### config.mk
export PLATFORM = sky130hd
export DESIGN_NAME = multi_tick_divider
export DESIGN_NICKNAME = d
export VERILOG_FILES = /design/src/rtl/multi_tick_divider.sv
export SDC_FILE = /design/constraint.sdc
export NUM_CORES = 1
export LEC_CHECK = 0
export BUFFER_PORTS_ARGS = -buffer_cell sky130_fd_sc_hd__clkbuf_2
export CORE_MARGIN = 5
export CORE_UTILIZATION = 60
export DETAILED_ROUTE_END_ITERATION = 8
export PLACE_DENSITY = 0.77
export RECOVER_POWER = 50
export SYNTH_ARGS = -nofsm -noshare
export SYNTH_HDL_FRONTEND = slang
export SYNTH_SLANG_ARGS = --single-unit
export TNS_END_PERCENT = 100
### constraint.sdc
create_clock -name clk_src -period 4.5 [get_ports clk_src]
set_clock_uncertainty 0.2 [all_clocks]
set_input_delay 0.675 -clock clk_src [delete_from_list [all_inputs] [get_ports clk_src]]
set_output_delay 0.675 -clock clk_src [all_outputs]
set_load 0.005 [all_outputs]
### src/rtl/multi_tick_divider.sv
// Multi-channel programmable tick divider: per-channel one-cycle tick strobe and 50%-duty divided clock.
// Optional macro TICK_DIVIDER_SYNC_EN adds a sync_in port that phase-aligns every channel.
module multi_tick_divider #(
   parameter int          NUM_CH      = 4,
   parameter int          DIV_WIDTH   = 32,
   parameter int          CH_SEL_W    = 2,
   parameter int unsigned DEFAULT_DIV = 0
) (
   input  logic                 clk_src,
   input  logic                 rst,
   input  logic                 en,
`ifdef TICK_DIVIDER_SYNC_EN
   input  logic                 sync_in,
`endif
   input  logic                 cfg_we,
   input  logic [CH_SEL_W-1:0]  cfg_ch,
   input  logic [DIV_WIDTH-1:0] cfg_div,
   output logic [NUM_CH-1:0]    tick,
   output logic [NUM_CH-1:0]    clk_out
);

   localparam logic [DIV_WIDTH-1:0] RESET_DIV = DIV_WIDTH'(DEFAULT_DIV);
   localparam logic [DIV_WIDTH-1:0] ONE       = DIV_WIDTH'(1);

   logic sync_all;

`ifdef TICK_DIVIDER_SYNC_EN
   assign sync_all = sync_in;
`else
   assign sync_all = 1'b0;
`endif

   for (genvar i = 0; i < NUM_CH; i++) begin : g_ch
      logic [DIV_WIDTH-1:0] div_q, div_d;
      logic [DIV_WIDTH-1:0] cnt_q, cnt_d;
      logic                 tick_q, tick_d;
      logic                 clk_q, clk_d;
      logic                 wr_hit;
      logic                 run;
      logic                 terminal;

      // Only addresses that map to a real channel can match, so out-of-range writes fall through.
      assign wr_hit   = cfg_we && (cfg_ch == CH_SEL_W'(i));
      assign run      = en && (div_q != '0);
      assign terminal = (cnt_q == div_q - ONE);

      always_comb begin
         // NOTE: every output of this block gets a default first, so no path can infer a latch.
         div_d  = div_q;
         cnt_d  = cnt_q;
         tick_d = 1'b0;
         clk_d  = clk_q;
         if (sync_all) begin
            cnt_d = '0;
            clk_d = 1'b0;
            if (wr_hit) begin
               div_d = cfg_div;
            end
         end else if (wr_hit) begin
            // A write on the terminal edge wins: no tick, no toggle.
            div_d = cfg_div;
            cnt_d = '0;
         end else if (run) begin
            if (terminal) begin
               cnt_d  = '0;
               tick_d = 1'b1;
               clk_d  = ~clk_q;
            end else begin
               cnt_d = cnt_q + ONE;
            end
         end
      end

      always_ff @(posedge clk_src) begin
         // NOTE: state registers use non-blocking assignments so all channels update from the same pre-edge values.
         if (rst) begin
            div_q  <= RESET_DIV;
            cnt_q  <= '0;
            tick_q <= 1'b0;
            clk_q  <= 1'b0;
         end else begin
            div_q  <= div_d;
            cnt_q  <= cnt_d;
            tick_q <= tick_d;
            clk_q  <= clk_d;
         end
      end

      assign tick[i]    = tick_q;
      assign clk_out[i] = clk_q;
   end

endmodule

==> results.sh, run 1 <==
export IMPL_outcome="complete, but fails checks"
export IMPL_failed_checks="capacitance limit, slew limit"
export IMPL_async_flop_share_pct=0
export IMPL_antenna_found_initial=2
export IMPL_finalWeightedCongestion=0.958
export IMPL_area_delta_synth_final_pct=8.72
export IMPL_clk_pin_slew_ns=0.06
export IMPL_hold_class="primary input to flip-flop"
export IMPL_synth_top_area_share_pct=34.4
export IMPL_setup_viol=0
export IMPL_netlist_top_cells_area="dfxtp_1, xnor2_1, nand2_1, xor2_1, nor3_1"
export IMPL_cap_violations=3
export IMPL_fin_total_pwr_mw=5.79
export IMPL_grt_pass1_vias=13400
export IMPL_n_antenna_cell=0
export IMPL_ant_nets=0
export IMPL_reg2regPathDepth=10
export IMPL_power_density_mw_per_mm2=346
export IMPL_grt_max_degree=55
export IMPL_first_pass_iters=5
export IMPL_route_detailed_drc=0
export IMPL_worst_pin_slew_ns=2.10
export IMPL_dp_hpwl_mm=30.2
export IMPL_initial_core_util_pct=61.1
export IMPL_syn_inst=2020
export IMPL_drt_iter0_markers=1338
export IMPL_synth_edf_count=0
export IMPL_num_fill_cells=2190
export IMPL_hold_viol_final=0
export IMPL_synth_top_cell_by_area="dfxtp_1"
export IMPL_place_inst=2305
export IMPL_post_route_period_util_pct=93.6
export IMPL_post_cts_buffers=0
export IMPL_yosysMostFrequentCell="nand2_1"
export IMPL_period_needed_ns=4.21
export IMPL_max_slew_margin_pct=-40.2
export IMPL_ys_seq_elements=264
export IMPL_min_to="g_ch[1].div_q[24]"
export IMPL_h_tree_depth=1
export IMPL_synth_yosys_seq_area_share_pct=34.4
export IMPL_fin_util_pct=66.4
export IMPL_maxSlewViolCount=117
export IMPL_rsz0062_at_grt="no"
export IMPL_r2r_end="g_ch[0].clk_q"
export IMPL_io_pins=46
export IMPL_core_area_mm2=0.0252
export IMPL_slowest_stage="or4b_1"
export IMPL_layoutNonFillerInstCount=2354
export IMPL_regToRegSetupSlack_ns=0.29
export IMPL_post_drt_wl_per_cell_um=17.8
export IMPL_power_leakage_nw=5.96
export IMPL_syn_cell_area_mm2=0.0154
export IMPL_die_w_um=170
export IMPL_fp_dieArea_mm2=0.0289
export IMPL_path_delay_family="simple AND/OR/NAND/NOR gates"
export IMPL_cts_resized=0
export IMPL_layout_drive_gt1_share_pct=6.92
export IMPL_ys_types=73
export IMPL_cts_buffer_depth=3
export IMPL_critPathArrivalTime_ns=4.48
export IMPL_end_kind="flip-flop"
export IMPL_nets=2051
export IMPL_holdBufCountCts=0
export IMPL_grt_pass1_wl_mm=68.5
export IMPL_crit_buf_inv=1
export IMPL_grt_usage_pct=28.3
export IMPL_startpoint_type="flip-flop"
export IMPL_peakVddDrop_mv=0.343
export IMPL_port_buffer_count=45
export IMPL_die_h_um=170
export IMPL_cts_sinks=264
export IMPL_cpPeakStageDelay_ns=0.62
export IMPL_tns_ns=0
export IMPL_min_path_cells=3
export IMPL_synthTopCellsByCount="nand2_1, dfxtp_1, xnor2_1, nor3_1, nor2_1"
export IMPL_gr_total_overflow=0
export IMPL_root_buffer="clkbuf_16"
export IMPL_cts_tree="yes"
export IMPL_cts_made_buffers=28
export IMPL_r2r_start="g_ch[0].div_q[0]"
export IMPL_max_freq_mhz=237
export IMPL_synth_flop_cell="dfxtp_1"
export IMPL_wl_mm=41.9
export IMPL_yosys_warnings=0
export IMPL_min_from="cfg_div[24]"
export IMPL_path_max_fanout=8
export IMPL_syn_nets=2066
export IMPL_required_ns=4.76
export IMPL_syn_area_per_cell_um2=7.61
export IMPL_vias_per_cell=6.11
export IMPL_crit_chain="inv_1 > ha_1 > or4b_1 > nor4_4 > xnor2_1 > or4_4 > or4_4 > or4b_1 > or4_1 > a21oi_1"
export IMPL_clkLatencyLatePin_ns=0.57
export IMPL_rows=58
export IMPL_vias=14400
export IMPL_worstSetupPathType="flip-flop to flip-flop"
## area by class of cell
class | count | area, µm² | area share, %
Multi-Input combinational cell | 1603 | 9510 | 56.9
Clock inverter | 11 | 169 | 1.01
Tap cell | 330 | 413 | 2.47
Clock buffer | 38 | 778 | 4.65
Sequential cell | 264 | 5290 | 31.6
Timing Repair Buffer | 76 | 448 | 2.68
Inverter | 32 | 120 | 0.718
## where the power goes
part           switching (mW)  total [mW]  internal, mW
logic                   0.566       0.922         0.356
clock network           0.975        2.41          1.43
registers              0.0780        2.46          2.38
## cell usage in the layout, fill, tap and decap left out, types with 36 or more instances in the layout
cell type / synthesis / layout
nor4_1: 50 / 49
a21oi_1: 148 / 148
nand3_1: 73 / 73
xnor2_1: 154 / 154
nor3_1: 152 / 152
clkbuf_2: 0 / 36
nor2_1: 149 / 148
xor2_1: 131 / 131
nand4_1: 64 / 64
dfxtp_1: 264 / 264
nand2_1: 350 / 350
## per-layer routing
layer	up-vias	part of all wire [%]	GRT usage, %	wire (µm)
met3	100	6.3	3.93	2640
li1	7028	-	-	-
met2	483	46	46.0	19200
met5	-	0.050	0	21
met4	4	3.1	9.17	1310
met1	6776	45	39.2	18700
## state kept, by name, summed over array words and instances, names as in the netlist
signal / count
g_ch.clk_q: 4
g_ch.tick_q: 4
g_ch.cnt_q: 128
g_ch.div_q: 128
## per-stage QoR
step,worst slack (ns),cell area (µm²),hold WS [ns]
4_1_cts,0.300,16700,0.202
5_1_grt,0.0976,16700,0.224
2_1_floorplan,0.481,15400,0.249
6_report,0.286,16700,0.228
3_3_place_gp,0.356,15800,0.264
3_5_place_dp,0.315,15800,0.277
## cells by family (layout without fill, tap and decap cells)
kind of cell / count (synthesis) / after routing / share of synthesized area, %
compound gates: 259 / 259 / 10.1
xor+xnor: 285 / 285 / 16.2
fa+ha+maj: 8 / 8 / 0.651
buf+inv: 153 / 157 / 4.03
flops: 264 / 264 / 34.4
mux: 12 / 12 / 0.814
simple gates: 1039 / 1039 / 33.8
## worst min-delay path: cells and delay by family
kind | cells | cell delay (ns)
buffers and inverters | 1 | 0.15
AOI/OAI and AO/OA | 1 | 0.05
and+or+nand+nor | 1 | 0.08
## worst max path at each step
stage	startpoint	end	slack, ns	depth (start not counted)
floorplan	g_ch[0].div_q[5]	g_ch[0].clk_q	0.48	10
global placement	g_ch[0].div_q[0]	g_ch[0].clk_q	0.36	10
detailed placement	g_ch[0].div_q[0]	g_ch[0].clk_q	0.31	10
CTS	g_ch[0].div_q[0]	g_ch[0].clk_q	0.30	10
global route	g_ch[0].div_q[0]	g_ch[0].clk_q	0.1	10
finish	g_ch[0].div_q[0]	g_ch[0].clk_q	0.29	10
No activity file was read; power rests on OpenSTA's default activity.
==> run 2: changes to the inputs <==
--- a/config.mk
+++ b/config.mk
@@ -9,7 +9,7 @@
 export CORE_MARGIN = 5
 export CORE_UTILIZATION = 60
 export DETAILED_ROUTE_END_ITERATION = 8
-export PLACE_DENSITY = 0.77
+export PLACE_DENSITY = 0.75
 export RECOVER_POWER = 50
 export SYNTH_ARGS = -nofsm -noshare
 export SYNTH_HDL_FRONTEND = slang
==> run 2 against run 1 <==
Effect of this change:
- the run still ends with capacitance limit, slew limit left
- flip-flop and latch count did not move
- combinational power about the same
- register-to-register slack barely moved
- routed wire length up 0.59%
- cell area rose by 0.37%
- hold slack improved by 0.0042 ns
- utilization grew 0.25 points
- largest power group is now the clock network
- clock power increased by 4%
- highest routed layer is now met4
- clock-buffer cell count increased by 4
- critical path depth unchanged
- die area unchanged
- fmax is essentially flat
- largest cell class unchanged
==> results.sh, run 2 (synthesis results as in run 1) <==
export IMPL_outcome="complete, but fails checks"
export IMPL_failed_checks="capacitance limit, slew limit"
export IMPL_cts_made_buffers=29
export IMPL_required_ns=4.77
export IMPL_hold_viol_final=0
export IMPL_gr_total_overflow=0
export IMPL_grt_pass1_vias=13400
export IMPL_peakVddDrop_mv=0.321
export IMPL_layout_drive_gt1_share_pct=7.25
export IMPL_vias_per_cell=6.09
export IMPL_final_common_cell="nand2_1"
export IMPL_route_detailed_drc=0
export IMPL_path_max_fanout=8
export IMPL_pwr_share_comb_pct=15.7
export IMPL_cts_tree="yes"
export IMPL_p_seq_share_pct=41.9
export IMPL_cpPeakStageDelay_ns=0.63
export IMPL_placed_area_mm2=0.0158
export IMPL_final_cell_mix="nand2_1, dfxtp_1, xnor2_1, nor3_1"
export IMPL_post_cts_buffers=0
export IMPL_holdWs_ns=0.233
export IMPL_cts_resized=0
export IMPL_regToRegSetupSlack_ns=0.29
export IMPL_path_delay_family="simple AND/OR/NAND/NOR gates"
export IMPL_reg_largest_list="g_ch.cnt_q: 128 flops, g_ch.div_q: 128 flops"
export IMPL_cap_violations=3
export IMPL_power_density_mw_per_mm2=351
export IMPL_hold_class="primary input to flip-flop"
export IMPL_rsz0062_at_grt="no"
export IMPL_crit_chain="inv_1 > ha_1 > or4b_1 > o41ai_1 > a21oi_1 > or4_4 > or4_4 > or4b_1 > or4_1 > a21oi_1"
export IMPL_grt_pass1_wl_mm=69.2
export IMPL_fp_dieArea_mm2=0.0289
export IMPL_clkLatencyLatePin_ns=0.56
export IMPL_power_leakage_nw=5.99
export IMPL_max_freq_mhz=237
export IMPL_nets=2052
export IMPL_cts_buffer_depth=3
export IMPL_port_buffer_count=45
export IMPL_startpoint_type="flip-flop"
export IMPL_place_ws_ns=0.336
export IMPL_p_clk_share_pct=42.4
export IMPL_end_kind="flip-flop"
export IMPL_p_int_mw=4.25
export IMPL_rows=58
export IMPL_setup_slack_ns=0.289
export IMPL_grt_max_degree=53
export IMPL_tns_ns=0
export IMPL_worst_pin_slew_ns=2.33
export IMPL_layoutNonFillerInstCount=2359
export IMPL_h_tree_depth=1
export IMPL_die_h_um=170
export IMPL_finalWeightedCongestion=0.942
export IMPL_clk_pin_slew_ns=0.06
export IMPL_ant_nets=0
export IMPL_maxSlewViolCount=122
export IMPL_p_sw_mw=1.64
export IMPL_io_pins=46
export IMPL_antenna_found_initial=0
export IMPL_worstSetupPathType="flip-flop to flip-flop"
export IMPL_place_inst=2305
export IMPL_setup_viol=0
export IMPL_initial_core_util_pct=61.1
export IMPL_area_delta_synth_final_pct=9.13
export IMPL_post_drt_wl_per_cell_um=17.8
export IMPL_holdBufCountCts=0
export IMPL_switching_share_pct=27.8
export IMPL_grt_usage_pct=28.8
export IMPL_critPathArrivalTime_ns=4.48
export IMPL_die_w_um=170
export IMPL_core_area_mm2=0.0252
export IMPL_dp_hpwl_mm=30.6
export IMPL_cts_sinks=264
export IMPL_post_route_period_util_pct=93.6
export IMPL_period_needed_ns=4.21
export IMPL_drt_iter0_markers=1257
export IMPL_num_fill_cells=2147
export IMPL_first_pass_iters=5
export IMPL_max_slew_margin_pct=-55.0
export IMPL_root_buffer="clkbuf_16"
export IMPL_vias=14400
export IMPL_wl_mm=42.1
export IMPL_slowest_stage="or4b_1"
export IMPL_fin_area_mm2=0.0168
export IMPL_crit_buf_inv=1
==> run 2: cell count changes in the layout (fill, tap and decap cells not counted) <==
cell | previous run | this run
clkbuf_1 | 18 | 15
inv_16 | 0 | 1
clkinv_2 | 5 | 4
diode_2 | 0 | 1
clkinv_8 | 1 | 0
clkbuf_2 | 36 | 37
buf_12 | 1 | 0
buf_4 | 27 | 28
bufinv_16 | 4 | 3
clkbuf_8 | 4 | 9
clkinvlp_4 | 1 | 2
inv_6 | 0 | 1
clkbuf_16 | 28 | 29
==> run 2: layout make-up <==
cell class	instances	area (µm²)	area share [%]
diodes	1	2.50	0.0149
clock buffers	42	865	5.15
clock inverters	11	154	0.917
inverters	32	120	0.716
multi-input cells	1603	9510	56.6
flip-flops and latches	264	5290	31.5
well taps	330	413	2.46
repair buffers	76	437	2.60
==> run 2: path summary, 6_finish.rpt <==
path	start	to	cells after the start
worst max register to register	g_ch[0].div_q[0]	g_ch[0].clk_q	10
worst max-delay path	g_ch[0].div_q[0]	g_ch[0].clk_q	10
worst min register to register	g_ch[0].div_q[1]	g_ch[0].div_q[1]	2
worst min-delay path	cfg_div[24]	g_ch[1].div_q[24]	3
==> run 2: metal layers <==
layer  global-route usage [%]  up-vias  wire length, µm
li1                         -     7058                -
met1                     40.4     6775            19200
met2                     47.0      448            18900
met3                     3.46       74             2690
met4                     8.06        0             1270
met5                        0        -                0
==> run 2: stage by stage <==
step | util, % | power (mW)
floorplan | - | 3.17
CTS | 66.7 | 5.91
global placement | 62.7 | 3.40
finish | 66.6 | 5.89
global route | 66.6 | 6.12
detailed placement | 62.7 | 3.42
==> run 2: power by group through the flow <==
stage | sequential [mW] | combinational (mW) | clock (mW)
after floorplan | 2.48 | 0.687 | 0
after global placement | 2.51 | 0.891 | 0
after detailed placement | 2.51 | 0.905 | 0
after CTS | 2.46 | 0.911 | 2.54
after global routing | 2.47 | 1.02 | 2.64
final | 2.46 | 0.923 | 2.50
==> run 2: worst register-to-register path: cells and delay by family (launching register included) <==
kind                     cells  cell delay (ns)
AO/OA/AOI/OAI                3             0.65
buffers and inverters        1             0.07
AND/OR/NAND/NOR              5             2.64
flip-flops                   1             0.35
adder cells (fa/ha/maj)      1             0.22
